**config.mk**
```make
export PLATFORM = sky130hd
export DESIGN_NAME = board_manager
export DESIGN_NICKNAME = d
export VERILOG_FILES = /design/src/rtl/board_manager.sv
export SDC_FILE = /design/constraint.sdc
export NUM_CORES = 1
export LEC_CHECK = 0
export ABC_AREA = 1
export CORE_MARGIN = 5
export CORE_UTILIZATION = 50
export CTS_CLUSTER_DIAMETER = 100
export DETAILED_ROUTE_END_ITERATION = 12
export PLACE_DENSITY = 0.77
export SLEW_MARGIN = 15
export SYNTH_ARGS = -nofsm -noshare
export SYNTH_HDL_FRONTEND = slang
export SYNTH_SLANG_ARGS = --single-unit
```
**constraint.sdc**
```tcl
create_clock -name clk -period 6.53 [get_ports clk]
set_input_delay 0.653 -clock clk [delete_from_list [all_inputs] [get_ports clk]]
set_output_delay 0.653 -clock clk [all_outputs]
set_load 0.05 [all_outputs]
```
**src/rtl/board_manager.sv**
```systemverilog
// Connect-4 board store and referee: accepts drops, rejects bad columns and scans the
// placed cell's lines for four-in-a-row. Defining BOARD_DIAG_EN adds the two diagonal axes.
module board_manager #(
    parameter int COLS = 7,
    parameter int ROWS = 6
) (
    input  logic       clk,
    input  logic       reset,
    input  logic       drop,
    input  logic [2:0] column,
    input  logic       player,
    output logic       invalid_column,
    output logic       busy,
    output logic       done,
    output logic [1:0] game_status,
    output logic       winner,
    input  logic [2:0] rd_col,
    input  logic [2:0] rd_row,
    output logic [1:0] rd_cell
);
    localparam int CELLS = COLS * ROWS;
    localparam logic [2:0] COLS_U = 3'(COLS);
    localparam logic [2:0] ROWS_U = 3'(ROWS);
    localparam logic [5:0] CELLS_U = 6'(CELLS);
    localparam logic signed [4:0] COLS_S = $signed(5'(COLS));
    localparam logic signed [4:0] ROWS_S = $signed(5'(ROWS));
`ifdef BOARD_DIAG_EN
    localparam logic [1:0] LAST_AXIS = 2'd3;
`else
    localparam logic [1:0] LAST_AXIS = 2'd1;
`endif

    typedef enum logic [2:0] {S_IDLE, S_PLACE, S_SCAN, S_REPORT, S_OVER} state_t;

    state_t     r_state;
    logic [1:0] r_board [CELLS];
    logic [2:0] r_height [COLS];
    logic [5:0] r_count;
    logic [2:0] r_col;
    logic [2:0] r_row;
    logic [2:0] r_k;
    logic [2:0] r_run;
    logic [1:0] r_axis;
    logic       r_player;
    logic       r_win;

    function automatic logic [5:0] cell_idx(input logic [2:0] c, input logic [2:0] r);
        return 6'(r) * 6'(COLS) + 6'(c);
    endfunction

    logic              w_drop_ok;
    logic [1:0]        w_mine;
    logic signed [4:0] w_off;
    logic signed [4:0] w_scan_col;
    logic signed [4:0] w_scan_row;
    logic              w_scan_in;
    logic              w_scan_hit;
    logic [2:0]        w_run_base;
    logic [2:0]        w_run_next;
    logic              w_win_next;

    assign w_drop_ok = (column < COLS_U) && (r_height[column] != ROWS_U);
    assign w_mine    = r_player ? 2'b10 : 2'b01;
    assign w_off     = $signed({2'b00, r_k}) - 5'sd3;

    // Axis 0 horizontal, 1 vertical, 2 rising diagonal, 3 falling diagonal.
    always_comb begin
        w_scan_col = $signed({2'b00, r_col});
        w_scan_row = $signed({2'b00, r_row});
        case (r_axis)
            2'd0:    w_scan_col = w_scan_col + w_off;
            2'd1:    w_scan_row = w_scan_row + w_off;
            2'd2: begin
                w_scan_col = w_scan_col + w_off;
                w_scan_row = w_scan_row + w_off;
            end
            default: begin
                w_scan_col = w_scan_col + w_off;
                w_scan_row = w_scan_row - w_off;
            end
        endcase
    end

    assign w_scan_in  = (w_scan_col >= 5'sd0) && (w_scan_col < COLS_S) &&
                        (w_scan_row >= 5'sd0) && (w_scan_row < ROWS_S);
    assign w_scan_hit = w_scan_in &&
                        (r_board[cell_idx(w_scan_col[2:0], w_scan_row[2:0])] == w_mine);
    // The run restarts at the first step of every axis so runs never chain across axes.
    assign w_run_base = (r_k == 3'd0) ? 3'd0 : r_run;
    assign w_run_next = w_scan_hit ? w_run_base + 3'd1 : 3'd0;
    assign w_win_next = r_win | (w_run_next >= 3'd4);

    always_comb begin
        rd_cell = 2'b00;
        if (rd_col < COLS_U && rd_row < ROWS_U)
            rd_cell = r_board[cell_idx(rd_col, rd_row)];
    end

    always_ff @(posedge clk or posedge reset) begin
        if (reset) begin
            for (int i = 0; i < CELLS; i++) r_board[i] <= 2'b00;
            for (int i = 0; i < COLS; i++) r_height[i] <= 3'd0;
            r_state        <= S_IDLE;
            r_count        <= 6'd0;
            r_col          <= 3'd0;
            r_row          <= 3'd0;
            r_k            <= 3'd0;
            r_run          <= 3'd0;
            r_axis         <= 2'd0;
            r_player       <= 1'b0;
            r_win          <= 1'b0;
            invalid_column <= 1'b0;
            busy           <= 1'b0;
            done           <= 1'b0;
            game_status    <= 2'b00;
            winner         <= 1'b0;
        end else begin
            invalid_column <= 1'b0;
            done           <= 1'b0;
            case (r_state)
                S_IDLE: begin
                    if (drop) begin
                        if (!w_drop_ok) begin
                            invalid_column <= 1'b1;
                        end else begin
                            r_col    <= column;
                            r_row    <= r_height[column];
                            r_player <= player;
                            busy     <= 1'b1;
                            r_state  <= S_PLACE;
                        end
                    end
                end
                S_PLACE: begin
                    r_board[cell_idx(r_col, r_row)] <= w_mine;
                    r_height[r_col] <= r_height[r_col] + 3'd1;
                    r_count  <= r_count + 6'd1;
                    r_axis   <= 2'd0;
                    r_k      <= 3'd0;
                    r_run    <= 3'd0;
                    r_win    <= 1'b0;
                    r_state  <= S_SCAN;
                end
                S_SCAN: begin
                    r_run <= w_run_next;
                    r_win <= w_win_next;
                    if (r_k == 3'd6) begin
                        r_k <= 3'd0;
                        if (r_axis == LAST_AXIS) begin
                            // Results are registered here so they are valid in the REPORT cycle.
                            r_state <= S_REPORT;
                            done    <= 1'b1;
                            if (w_win_next) begin
                                game_status <= 2'b01;
                                winner      <= r_player;
                            end else if (r_count == CELLS_U) begin
                                game_status <= 2'b10;
                            end
                        end else begin
                            r_axis <= r_axis + 2'd1;
                        end
                    end else begin
                        r_k <= r_k + 3'd1;
                    end
                end
                S_REPORT: begin
                    busy    <= 1'b0;
                    r_state <= (game_status == 2'b00) ? S_IDLE : S_OVER;
                end
                default: ;
            endcase
        end
    end

endmodule
```
==> qor.txt <==
outcome = complete, no violations
core area = 17,800 sq um
# DRC = 0
DR vias/cell = 5.61
Num CTS Buffers = 17
Syn Nets = 1,289
met3 track demand over resource = 0.0479
Initial Utilization = 0.503
Final setup viols = 0
sequential share of the synthesized area = 0.380
M2 GR Usage = 0.396
Placed Cells = 1,434
Synth area leaders = dfrtp_1, nand2_1, o21ai_0
H-tree levels = 4
Initial DRC Count = 916
most frequent cells after synthesis = nand2_1, o21ai_0, inv_1, dfrtp_1, nor2_1
final slew viol count = 0
final hold violation count = 0
top_reg_cell synth = dfrtp_1
Worst Tran Pin Value = 1110 ps
post-CTS sizing = 0
Antenna Violating Nets Remaining = 0
met1 GRT Util = 0.312
Worst setup EP type = flip-flop
fin nets = 1,299
Tmin final = 5940 ps
Async SR Flop Fraction = 1.00
count of different cell masters after synthesis = 48
DR pass1 iterations = 7
CP arrival = 6270 ps
Clock Sinks = 136
Die Area = 20,700 sq um
clock slew at reported path FFs = 70 ps
Post-CTS Repair Setup Buffers = 0
Avg Inst Size Synth = 7.37 sq um
Site Rows = 49
# IOs = 21
Via Count = 8,229
Most Used Layer, Global Route = met2
share of cells above drive strength 1 = 0.0582
root buffer cell = clkbuf_16
Critical Path Source Type = flip-flop
Worst Setup Path Type = flip-flop to flip-flop
CP max stage delay = 570 ps
dpl hpwl = 16,700 um
Post-Route Setup TNS = 0 ps
Skew-Pair Late Insertion Delay = 440 ps
worst hold margin = 488 ps
maxcap violations = 0
Finished Layout Cells = 1,466
placer congestion estimate = 0.987
Total GRT Usage = 0.244
ant diodes = 0
antenna violations before repair = 0
die height = 144 um
RSZ-0062 raised after global routing = no
Setup Skew = 10.9 ps
Yosys reg bits = 136
die width = 144 um
Fill cells = 1,642
PortBufs = 20
fin crit share = 0.910
CTS tree = done
crit path max-delay cell type = fa_1
Area Growth Syn to Fin = 10.8%
Post-synth EDFFs = 0
top cell type's share of synthesized area = 0.380
worst min path class = flip-flop to flip-flop
most frequent cell after synthesis = nand2_1
CTS Buffer Depth = 2
Synth area leader = dfrtp_1
remaining global-route overflow = 0
pin count of the biggest net entering global routing = 85
Synth Instances = 1,215
DRT Wirelength = 23,900 um
Ys Warns = 0
Syn Std Cell Area = 8950 sq um
CP Max Fanout = 12
first-pass GRT wire length = 39,900 um
Worst EP required = 6860 ps
Slew headroom = 0.259
achievable frequency = 168 MHz
Post-CTS Hold Buffers = 0
number of global-route vias before repair = 7,946
WL/cell = 16.3 um
==> cell families (layout without fill, tap and decap cells) <==
kind of cell,Yosys count,count (layout),share of synthesized area
AND/OR/NAND/NOR,505,505,0.236
AO/OA/AOI/OAI,285,285,0.173
buffers and inverters,211,233,0.0966
flip-flops,136,136,0.380
adder cells (fa/ha/maj),61,61,0.0970
XOR/XNOR,17,17,0.0175
==> worst max-delay path: cells and delay by family, from the launching register on <==
kind	cells	cell delay [ps]
buf+inv	6	1000
simple gates	13	1390
fa+ha+maj	5	2380
flops	1	390
compound gates	4	650
==> per-layer routing <==
layer | vias up | wire length, um
li1 | 3976 | -
met1 | 3764 | 9910
met2 | 390 | 11200
met3 | 99 | 1690
met4 | 0 | 1090
met5 | - | 0
==> flip-flops by register name, indices dropped and copies added, names as in the netlist, 2 cells and up <==
signal and count:
r_row 3, r_axis 2, r_k 3, r_count 6, game_status 2, r_state 3
r_height 21, r_col 3, r_board 84, r_run 3
==> per-stage QoR <==
stage | area (sq um) | util | setup WS (ps)
2_1_floorplan | 8950 | - | 1400
3_3_place_gp | 9290 | 0.522 | 908
3_5_place_dp | 9290 | 0.522 | 704
4_1_cts | 9900 | 0.557 | 680
5_1_grt | 9920 | 0.558 | 215
6_report | 9920 | 0.558 | 586
==> layout make-up <==
| class | instances | area, sq um | area share |
|---|---|---|---|
| clock buffers | 17 | 425 | 0.0429 |
| clock inverters | 14 | 184 | 0.0185 |
| repair buffers | 29 | 280 | 0.0283 |
| well taps | 229 | 287 | 0.0289 |
| inverters | 173 | 657 | 0.0662 |
| multi-input cells | 868 | 4680 | 0.472 |
| flip-flops and latches | 136 | 3400 | 0.343 |
==> worst paths after layout <==
kind / slack (ps) / depth (start not counted) / end / startpoint
worst max-delay path: 590 / 28 / winner / r_k[0]
worst min-delay path: 490 / 2 / r_height[1] / r_height[1]
worst max register to register: 590 / 28 / winner / r_k[0]
worst min register to register: 490 / 2 / r_height[1] / r_height[1]
max in group asynchronous: 4750 / 4 / r_board[45] / reset
min in group asynchronous: 620 / 2 / r_board[55] / reset
==> cell usage in the layout, fill, tap and decap left out, types with 7 or more instances in the layout <==
cell type,netlist,final
inv_2,10,10
o21ai_0,168,168
nand3_1,94,94
dfrtp_1,136,136
fa_1,14,14
inv_1,159,158
nor2_1,95,95
o21ai_1,9,9
nand2_1,287,287
a21oi_1,65,65
inv_6,0,8
xor2_1,9,9
nor2_2,7,7
clkbuf_16,0,17
xnor2_1,7,7
clkdlybuf4s50_1,0,20
buf_4,0,8
ha_1,47,47
Power is left out: the tool's default activity adds up to more than one toggle a clock period on the data nets, which glitch-free logic cannot reach.
